`src/rtl/lc3_io_pkg.sv`:
```
// lc3_io_pkg: shared LC3 I/O constants (UART FSM encoding, UARTSR bit map, addresses, mux select)
package lc3_io_pkg;

   typedef logic [2:0] uart_state_t;

   localparam uart_state_t ST_IDLE   = 3'd0;
   localparam uart_state_t ST_START  = 3'd1;
   localparam uart_state_t ST_DATA   = 3'd2;
   localparam uart_state_t ST_PARITY = 3'd3;
   localparam uart_state_t ST_STOP   = 3'd4;

   localparam int SR_READY = 15;
   localparam int SR_IE    = 14;
   localparam int SR_OVR   = 13;

   localparam logic [15:0] ADDR_UARTSR = 16'h7E14;
   localparam logic [15:0] ADDR_UARTDR = 16'h7E16;

   localparam logic [3:0] INMUX_SEL_UARTSR = 4'b1011;

endpackage

```
`src/rtl/uart_baud_cnt.sv`:
```
// uart_baud_cnt: per-bit cycle counter, pulses bit_done on the last cycle of each serial bit
module uart_baud_cnt #(
   parameter int CLKS_PER_BIT = 434
) (
   input  logic clk,
   input  logic rst,
   input  logic run,
   output logic bit_done
);

   localparam logic [15:0] LAST = 16'(CLKS_PER_BIT - 1);

   logic [15:0] r_cnt;

   assign bit_done = run && (r_cnt == LAST);

   // count 0..LAST while a frame is running, wrap at each bit boundary, hold at 0 when idle
   always_ff @(posedge clk or posedge rst) begin
      if (rst) r_cnt <= '0;
      else if (!run || bit_done) r_cnt <= '0;
      else r_cnt <= r_cnt + 16'd1;
   end

endmodule

```
`src/rtl/uart_tx_dev.sv`:
```
// uart_tx_dev: memory-mapped LC3 UART transmitter (UARTDR/UARTSR); define UART_TX_PARITY_EN for an even parity bit
module uart_tx_dev
   import lc3_io_pkg::*;
#(
   parameter int CLKS_PER_BIT = 434
) (
   input  logic        clk,
   input  logic        rst,
   input  logic [15:0] MDR_in,
   input  logic        LD_UARTDR,
   input  logic        LD_UARTSR,
   output logic [15:0] UARTSR_out,
   output logic        uart_txd,
   output logic        uart_irq
);

   uart_state_t r_state;
   logic [7:0]  r_shift;
   logic [2:0]  r_bit;
   logic        r_ready;
   logic        r_ie;
   logic        r_ovr;
`ifdef UART_TX_PARITY_EN
   logic        r_par;
`endif

   logic w_bit_done;
   logic w_load;
   logic w_unused;

   assign w_load   = LD_UARTDR && r_ready;
   assign w_unused = &{1'b0, MDR_in[15], MDR_in[13:8]};

   uart_baud_cnt #(.CLKS_PER_BIT(CLKS_PER_BIT)) u_baud (
      .clk      (clk),
      .rst      (rst),
      .run      (r_state != ST_IDLE),
      .bit_done (w_bit_done)
   );

   // frame sequencer: accept a byte when READY, then walk START/DATA[/PARITY]/STOP one bit time each
   always_ff @(posedge clk or posedge rst) begin
      if (rst) begin
         r_state <= ST_IDLE;
         r_shift <= '0;
         r_bit   <= '0;
         r_ready <= 1'b1;
      end else if (w_load) begin
         r_state <= ST_START;
         r_shift <= MDR_in[7:0];
         r_bit   <= '0;
         r_ready <= 1'b0;
      end else if (w_bit_done) begin
         case (r_state)
            ST_START: r_state <= ST_DATA;
            ST_DATA: begin
               r_shift <= r_shift >> 1;
               r_bit   <= r_bit + 3'd1;
`ifdef UART_TX_PARITY_EN
               if (r_bit == 3'd7) r_state <= ST_PARITY;
`else
               if (r_bit == 3'd7) r_state <= ST_STOP;
`endif
            end
            ST_PARITY: r_state <= ST_STOP;
            ST_STOP: begin
               r_state <= ST_IDLE;
               r_ready <= 1'b1;
            end
            default: r_state <= ST_IDLE;
         endcase
      end
   end

`ifdef UART_TX_PARITY_EN
   // even parity of the accepted byte, fixed for the whole frame
   always_ff @(posedge clk or posedge rst) begin
      if (rst) r_par <= 1'b0;
      else if (w_load) r_par <= ^MDR_in[7:0];
   end
`endif

   // status bits: IE is software-written; an overrun set beats a same-cycle clear from a status write
   always_ff @(posedge clk or posedge rst) begin
      if (rst) begin
         r_ie  <= 1'b0;
         r_ovr <= 1'b0;
      end else begin
         if (LD_UARTSR) r_ie <= MDR_in[SR_IE];
         if (LD_UARTDR && !r_ready) r_ovr <= 1'b1;
         else if (LD_UARTSR) r_ovr <= 1'b0;
      end
   end

   // line level and status read value decoded from registered state
   always_comb begin
      UARTSR_out           = '0;
      UARTSR_out[SR_READY] = r_ready;
      UARTSR_out[SR_IE]    = r_ie;
      UARTSR_out[SR_OVR]   = r_ovr;
      uart_irq             = r_ready & r_ie;
`ifdef UART_TX_PARITY_EN
      uart_txd = (r_state == ST_START)  ? 1'b0 :
                 (r_state == ST_DATA)   ? r_shift[0] :
                 (r_state == ST_PARITY) ? r_par : 1'b1;
`else
      uart_txd = (r_state == ST_START) ? 1'b0 :
                 (r_state == ST_DATA)  ? r_shift[0] : 1'b1;
`endif
   end

endmodule

```
`config.mk`:
```
export PLATFORM = sky130hd
export DESIGN_NAME = uart_tx_dev
export DESIGN_NICKNAME = d
export VERILOG_FILES = /design/src/rtl/lc3_io_pkg.sv /design/src/rtl/uart_baud_cnt.sv /design/src/rtl/uart_tx_dev.sv
export SDC_FILE = /design/constraint.sdc
export NUM_CORES = 1
export LEC_CHECK = 0
export ABC_AREA = 1
export BUFFER_PORTS_ARGS = -buffer_cell sky130_fd_sc_hd__buf_4
export CORE_MARGIN = 5
export CORE_UTILIZATION = 55
export DETAILED_ROUTE_END_ITERATION = 10
export PLACE_DENSITY = 0.89
export SLEW_MARGIN = 0
export SYNTH_ARGS = -nofsm -noshare
export SYNTH_HDL_FRONTEND = slang
export SYNTH_SLANG_ARGS = --single-unit
```
`constraint.sdc`:
```
create_clock -name clk -period 1.9 [get_ports clk]
set_input_delay 0.095 -clock clk [delete_from_list [all_inputs] [get_ports clk]]
set_output_delay 0.095 -clock clk [all_outputs]
set_load 0.005 [all_outputs]
```
======== Word-level counts from Yosys, hierarchy flattened ========
Cells that the tools add are included.
word-level totals
  bits in registers ....................... 33
  input bits .............................. 20
cells by class
  add/subtract/negate cells ............... 2
  eq/ne operators ......................... 7
  mux-type cells .......................... 18
  bitwise gates (word level) .............. 1
  reduce and logical (&&, ||, !) cells .... 14
operator list
  operator               number
  $mux 8                 3
  $mux 3                 6
  $add 16x1->16 const B  1
  $eq 16x9->1 const B    1
  $mux 16                1
  $pmux 3 s3             1
  $reduce_bool 2->1      4
  $mux 1                 7
  $eq 3x2->1 const B     2
  $eq 3x3->1 const B     2
  $reduce_and 2->1       3
  $add 3x1->3 const B    1
  $eq 3x1->1 const B     1
  $logic_and 1x1->1      3
  $ne 3x3->1 const B     1
  $reduce_bool 3->1      1
  $logic_not 1->1        2
  $and 1x1->1            1
  $logic_or 1x1->1       1

======== Logic depth before layout (Yosys ltp) ========
Gate-level depths: netlist of the first run.
  depth after elaboration ................. 5
  mapped depth ............................ 11
  depth with buffers taken out ............ 11

======== Modules after synthesis ========
Synthesis of the first run repeated with hierarchy kept, for this count alone.
unflattened totals
  cell total of the unflattened synthesis .. 262
  area total of the unflattened synthesis .. 1999.4 µm²
by module, submodules not included
  module         instances  cells an instance  area an instance (µm²)  seq. area each (µm²)
  uart_tx_dev    1          134                1053.5                  426.7
  uart_baud_cnt  1          128                945.9                   400.4

======== Least setup slack after synthesis of the first run ========
OpenSTA, ideal clock, no wires.
  path kind ............................... register to register
  from .................................... register u_baud.r_cnt[1]
  to ...................................... register r_shift[0]
  setup time .............................. 117 ps
  arrival time ............................ 1266 ps
  path slack .............................. 518 ps
  stages on the path, launching flop included .. 11
  clock period less this slack ............ 1382 ps
  cell sequence ........................... dfrtp_1 inv_1 ha_1 inv_1 nor2_1 nand2_1 nor2_2 nand3_2 buf_6 nand3_2 nand2_1
between the ends
  cells in the longest elaborated chain, start to end .. 4
ends and longest elaborated chain
  what                         RTL line             RTL
  start, declared              uart_baud_cnt.sv:13  logic [15:0] r_cnt;
  start signal, assigned       uart_baud_cnt.sv:21  else r_cnt <= r_cnt + 16'd1;
  $eq 16x9->1                  uart_baud_cnt.sv:15  assign bit_done = run && (r_cnt == LAST);
  $logic_and 1x1->1            uart_baud_cnt.sv:15
  $reduce_bool 2->1 (no line)  n/a
  $reduce_and 2->1 (no line)   n/a
  end signal, assigned         uart_tx_dev.sv:50    r_shift <= MDR_in[7:0];
  end signal, assigned         uart_tx_dev.sv:57    r_shift <= r_shift >> 1;
  end, declared                uart_tx_dev.sv:18    logic [7:0] r_shift;
Every way passes these cells.
A chain may end at the register's enable or synchronous reset.

======== Worst setup path in the final report of the first run ========
  from .................................... register u_baud.r_cnt[1]
  to ...................................... register r_shift[3]
The elaborated chain is that of the path after synthesis.

==> qor.csv, run 1 <==
stage;metric;value;unit
final_layout;seqCellArea;827;um2
worst_setup_path;worstPathCellList;inv_1 > ha_1 > inv_1 > nor2_1 > nand2_1 > nor2_2 > nand3_2 > buf_4 > nand3_2 > nand2_1;
logic_synthesis;ys_warn_count;0;
routing;drt-total-wl;3740;um
routing;drtIter0Drc;126;
placement;gp_routability_congestion;0.880;
routing;via_count;1631;
worst_setup_path;slowest_stage;dfrtp_1;
floorplan;num_rows;21;
global_routing;gr-usage-met1;18.6;%
pwr;p_switching;428;uW
pwr;sequentialPowerShare;51.5;%
logic_synthesis;syn_inst;258;
routing;firstDrtPassIters;4;
pwr;cellPowerDensity;753;nW/um2
logic_synthesis;syn_avg_cell_area;7.68;um2
pwr;power_frac_comb;15.4;%
sta;hold_viol;0;
pwr;internal_power;1240;uW
worst_setup_path;crit_type;reg2reg;
worst_setup_path;cp_max_fo;8;
sta;rsz0062_at_grt;no;
logic_synthesis;synth-seq-area-share;41.8;%
sta;period_minus_slack;1710;ps
clocking;cts.htree.levels;2;
clocking;clk_pin_slew;110;ps
clocking;clk_latency;340;ps
global_routing;grt_overflow;0;
final_layout;nets;305;
placement;dpl.hpwl;2720;um
logic_synthesis;async_flop_share;100;%
pwr;leakagePower;0.00117;uW
placement;placed_cells;315;
final_layout;final_core_util;64.8;%
logic_synthesis;ys_ff_latch;33;
global_routing;track_usage;16.5;%
logic_synthesis;yosys.area.top_type_share;40.4;%
routing;viasPerCell;4.97;
final_layout;multiInputGateArea;937;um2
final_layout;n_antenna_cell;0;
sta;post-route-period-util;89.9;%
pwr;power_switching_share;25.7;%
worst_setup_path;crit_arrival;1950;ps
final_layout;instances_no_fill;328;
global_routing;use_met3;5.16;%
global_routing;grt_max_degree;34;
pwr;totalPowerFinal;1670;uW
placement;portBuffers;17;
sta;fmax;0.585;GHz
worst_setup_path;start_kind;flip-flop;
worst_setup_path;path_buf_inv;3;
sta;setup_viol_count_final;0;
global_routing;use_met2;27.7;%
final_layout;filler_cell_count;288;
min_path;hold_class;in2reg;
flow_run;maxCapViolations;0;
floorplan;die_h;70.0;um
global_routing;busiest_layer;met2;
pwr;ir_drop;0.000406;V
clocking;clkSinkCount;33;
worst_setup_path;critPathTopFamily;simple AND/OR/NAND/NOR gates;
logic_synthesis;synthTopCellsByArea;dfrtp_1 (40%), nand2_1 (14%), nor2_1 (7.8%);
worst_setup_path;required;2140;ps
final_layout;layout-drive-gt1-share;17.7;%
logic_synthesis;synth_top_area_cell;dfrtp_1;
floorplan;die_area;4900;um2
logic_synthesis;synth_cell_types;31;
clocking;numCtsBuffers;5;
clocking;clock_path_buffers;2;
global_routing;antenna_found_initial;0;
clocking;ctsResizeCount;0;
floorplan;chipWidth;70.0;um
clocking;ctsRootBufferMaster;clkbuf_4;
routing;drc_errors;0;
routing;wire_per_inst;11.4;um
sta;tns;0;ps
pwr;power_frac_clock;33.1;%
floorplan;coreArea;3420;um2
clocking;tritoncts;done;
final_layout;final_cell_area;2210;um2
outcome;status;complete, no violations;
placement;postPlaceCellArea;2080;um2
worst_setup_path;cp_slowest_stage_delay;410;ps
logic_synthesis;netlist_area;1980;um2
final_layout;syn_to_final_growth;11.7;%
routing;antenna_left;0;
sta;final_max_slew_viol_count;0;
worst_setup_path;end_kind;flip-flop;
global_routing;grt_pass1_wl;6470;um
global_routing;grt_pass1_vias;1561;
floorplan;io_pins;38;
floorplan;initial_core_util;58.0;%
logic_synthesis;synth_edf_count;0;
logic_synthesis;ys.flop_type;dfrtp_1;
sta;skew;17.0;ps
[cell families after synthesis]
| logic type | Yosys count | synth area share (%) |
|---|---|---|
| AND/OR/NAND/NOR | 157 | 37.5 |
| other | 1 | 0.189 |
| multiplexers | 1 | 0.569 |
| buffers and inverters | 49 | 13.2 |
| AO/OA/AOI/OAI | 10 | 2.97 |
| XOR/XNOR | 3 | 1.33 |
| adder cells (fa/ha/maj) | 4 | 2.53 |
| flip-flops | 33 | 41.8 |
[flip-flops by register name, indices dropped and copies added, names as in the netlist]
| signal | flops |
|---|---|
| r_state | 3 |
| u_baud.r_cnt | 16 |
| r_shift | 8 |
| r_ovr | 1 |
| r_ie | 1 |
| r_ready | 1 |
| r_bit | 3 |
[synthesized netlist by cell type, types with 2 or more instances]
library cell / instances
nand3_2: 12
nand2_2: 3
nor2_1: 41
buf_4: 16
buf_2: 2
nand4_1: 3
a21oi_1: 3
nand2_1: 75
nor3_2: 2
dfrtp_1: 32
o21ai_0: 3
ha_1: 4
nor3b_1: 2
xor2_1: 3
inv_1: 26
nand3_1: 10
buf_6: 2
nor3_1: 6
[tightest hold or removal path: cells and delay by family]
kind | cells | cell delay (ps)
buffers and inverters | 1 | 80
AND/OR/NAND/NOR | 4 | 170
[final timing paths]
check	from	endpoint	slack [ps]	depth (start not counted)
worst max-delay path	u_baud.r_cnt[1]	r_shift[3]	190	10
worst max register to register	u_baud.r_cnt[1]	r_shift[3]	190	10
max in group asynchronous	rst	r_ready	1190	4
min in group asynchronous	rst	r_shift[1]	380	4
worst min-delay path	MDR_in[1]	r_shift[1]	30	5
worst min register to register	r_ready	r_ready	520	2
[per-stage QoR]
step	setup WS [ps]	hold WS, ps
finish	191	27.9
global route	4.14	41.6
CTS	176	19.7
detailed placement	178	217
global placement	242	215
floorplan	518	202
[cell type report]
cell class              count  share of cell area, %
inverters                  28                   4.75
clock inverters             1                   1.36
repair buffers             25                   9.05
clock buffers               7                   2.49
multi-input cells         188                   42.4
flip-flops and latches     33                   37.4
well taps                  46                   2.60
[power by group through the flow]
| stage | logic, uW | clock network [uW] | registers [uW] |
|---|---|---|---|
| 2_1_floorplan | 215 | 0 | 859 |
| 3_3_place_gp | 236 | 0 | 867 |
| 3_5_place_dp | 252 | 0 | 871 |
| 4_1_cts | 262 | 560 | 859 |
| 5_1_grt | 303 | 601 | 870 |
| 6_report | 256 | 552 | 859 |
[cell usage in the layout, fill, tap and decap left out, types with 2 or more instances in the layout]
cell type | synthesis | layout
dfrtp_1 | 32 | 32
clkbuf_4 | 0 | 5
conb_1 | 1 | 13
xor2_1 | 3 | 3
nand3_2 | 12 | 12
nor3_1 | 6 | 6
inv_1 | 26 | 26
ha_1 | 4 | 4
nand2_2 | 3 | 3
nor2_1 | 41 | 41
nand2_1 | 75 | 75
o21ai_0 | 3 | 3
nor3_2 | 2 | 2
dlygate4sd3_1 | 0 | 5
nor3b_1 | 2 | 2
nand3_1 | 10 | 10
nand4_1 | 3 | 3
buf_4 | 16 | 20
a21oi_1 | 3 | 3
[layer usage]
metal  routed length (um)  part of all wire, %
met5                    0                    0
met4                   89                  2.4
met3                  235                  6.3
met2                 1830                   49
met1                 1590                   42
[repair_timing]
action / CTS / global route
buffers inserted: 0 / 0
hold buffers: 5 / 0
endpoints found under the hold margin: 35 / 0
(Power assumes the default switching activity.)
==> run 2: changes to the inputs <==
==> constraint.sdc (replaced) <==
create_clock -name clk -period 1.9 [get_ports clk]
set_input_delay 0.57 -clock clk [delete_from_list [all_inputs] [get_ports clk]]
set_output_delay 0.57 -clock clk [all_outputs]
set_load 0.005 [all_outputs]
==> qor.csv, run 2 (synthesized netlist as in run 1, its figures left out) <==
stage;metric;value;unit
outcome;status;complete, no violations;
floorplan;io_pins;38;
flow_run;maxCapViolations;0;
clocking;clkSinkCount;33;
routing;via_count;1632;
sta;worst_hold_slack;309;ps
worst_setup_path;required;1330;ps
global_routing;grt_overflow;0;
min_path;hold_class;in2async;
floorplan;coreArea;3420;um2
clocking;clock_path_buffers;2;
final_layout;syn_to_final_growth;12.1;%
final_layout;final_common_cell;nand2_1;
placement;dp_slack;163;ps
final_layout;mostFrequentLayoutCells;nand2_1 (74), nor2_1 (41), dfrtp_1 (32);
worst_setup_path;crit_type;reg2out;
sta;setup_viol_count_final;0;
global_routing;grt_max_degree;34;
worst_setup_path;worstPathCellList;inv_2 > nand2_4 > o31a_1 > buf_4;
routing;viasPerCell;4.99;
floorplan;die_area;4900;um2
final_layout;final_core_util;65.0;%
sta;post-route-period-util;97.8;%
routing;drtIter0Drc;114;
worst_setup_path;cp_slowest_stage_delay;410;ps
global_routing;grt_pass1_wl;6480;um
worst_setup_path;start_kind;flip-flop;
sta;fmax;0.538;GHz
sta;skew;5.02;ps
final_layout;multiInputGateArea;952;um2
routing;wire_per_inst;11.4;um
clocking;tritoncts;done;
final_layout;largest_registers;u_baud.r_cnt: 16 flops, r_shift: 8 flops;
clocking;cts.htree.levels;2;
final_layout;largest_register_ffs;16;
sta;hold_viol;0;
final_layout;seqCellArea;827;um2
final_layout;layout-drive-gt1-share;19.9;%
final_layout;final_cell_area;2220;um2
worst_setup_path;crit_arrival;1290;ps
pwr;leakagePower;0.00117;uW
clocking;ctsRootBufferMaster;clkbuf_4;
pwr;cellPowerDensity;750;nW/um2
floorplan;chipWidth;70.0;um
routing;antenna_left;0;
global_routing;grt_pass1_vias;1551;
clocking;clk_latency;340;ps
floorplan;num_rows;21;
routing;drc_errors;0;
global_routing;track_usage;16.2;%
placement;postPlaceCellArea;2100;um2
final_layout;n_antenna_cell;0;
clocking;clk_pin_slew;100;ps
placement;portBuffers;17;
pwr;ir_drop;0.000374;V
global_routing;antenna_found_initial;0;
floorplan;die_h;70.0;um
clocking;holdBufCountCts;0;
routing;drt-total-wl;3730;um
routing;firstDrtPassIters;4;
placement;dpl.hpwl;2680;um
sta;final_max_slew_viol_count;0;
sta;rsz0062_at_grt;yes;
placement;gp_routability_congestion;0.902;
worst_setup_path;cp_max_fo;4;
placement;placed_cells;317;
sta;period_minus_slack;1860;ps
worst_setup_path;end_kind;output pin;
final_layout;instances_no_fill;327;
sta;setup_ws;41.6;ps
final_layout;nets;304;
floorplan;initial_core_util;58.0;%
clocking;numCtsBuffers;5;
final_layout;filler_cell_count;285;
final_layout;largest_register;u_baud.r_cnt;
worst_setup_path;slowest_stage;dfrtp_1;
[run 2: cell types whose count changed in the layout (fill, tap and decap cells not counted)]
cell | before | now
dlygate4sd3_1 | 5 | 0
buf_4 | 20 | 23
buf_12 | 0 | 1
inv_1 | 26 | 25
inv_2 | 1 | 2
nand2_1 | 75 | 74
nand2_4 | 0 | 1
nand3_2 | 12 | 11
nand3_4 | 0 | 1
[run 2: repair_timing]
| action | in CTS | in global routing |
|---|---|---|
| setup buffers | 0 | 2 |
| endpoints found under the setup margin | 1 | 2 |
| pin swaps | 0 | 0 |
| hold endpoints to repair | 0 | 0 |
| resized for setup | 2 | 2 |
[run 2: area by class of cell]
cell class                 instances  area share (%)
tap                               46            2.59
multi-input combinational        188            42.9
sequential                        33            37.3
clock buffer                       7            2.48
inverter                          28            4.74
clock inverter                     1            1.35
timing repair buffer              24            8.68
[run 2: per-layer routing]
metal	routed length, um	part of all wire, %	track usage [%]
met3	197	5.3	3.59
met5	0	0	0
met2	1780	48	25.7
met1	1690	45	20.5
met4	70	1.9	8.94
[run 2: critical path: cells and delay by family (launching register included)]
family / cells / cell delay (ps)
flip-flops: 1 / 410
AO/OA/AOI/OAI: 1 / 240
buffers and inverters: 2 / 240
AND/OR/NAND/NOR: 1 / 70
[run 2: power breakdown]
group	internal [uW]	switching, uW	leakage, uW
Sequential	794	63.6	0.000423
Clock	314	243	0.0000455
Combinational	124	126	0.000701
[run 2: worst paths after layout]
kind | cells after the start | startpoint | slack [ps] | to
hold reg to reg | 2 | r_shift[3] | 520 | r_shift[3]
hold / removal | 3 | rst | 310 | u_baud.r_cnt[0]
max in group asynchronous | 3 | rst | 1250 | r_ready
setup reg to reg | 10 | u_baud.r_cnt[1] | 220 | u_baud.r_cnt[10]
min in group clk | 2 | LD_UARTSR | 430 | r_ovr
setup / recovery | 4 | r_state[2] | 40 | uart_txd
[run 2: stage by stage]
stage / TNS (ps) / total power [uW]
3_3_place_gp: 0 / 1110
5_1_grt: -18.7 / 1760
2_1_floorplan: 0 / 1070
3_5_place_dp: 0 / 1120
6_report: 0 / 1660
4_1_cts: 0 / 1680
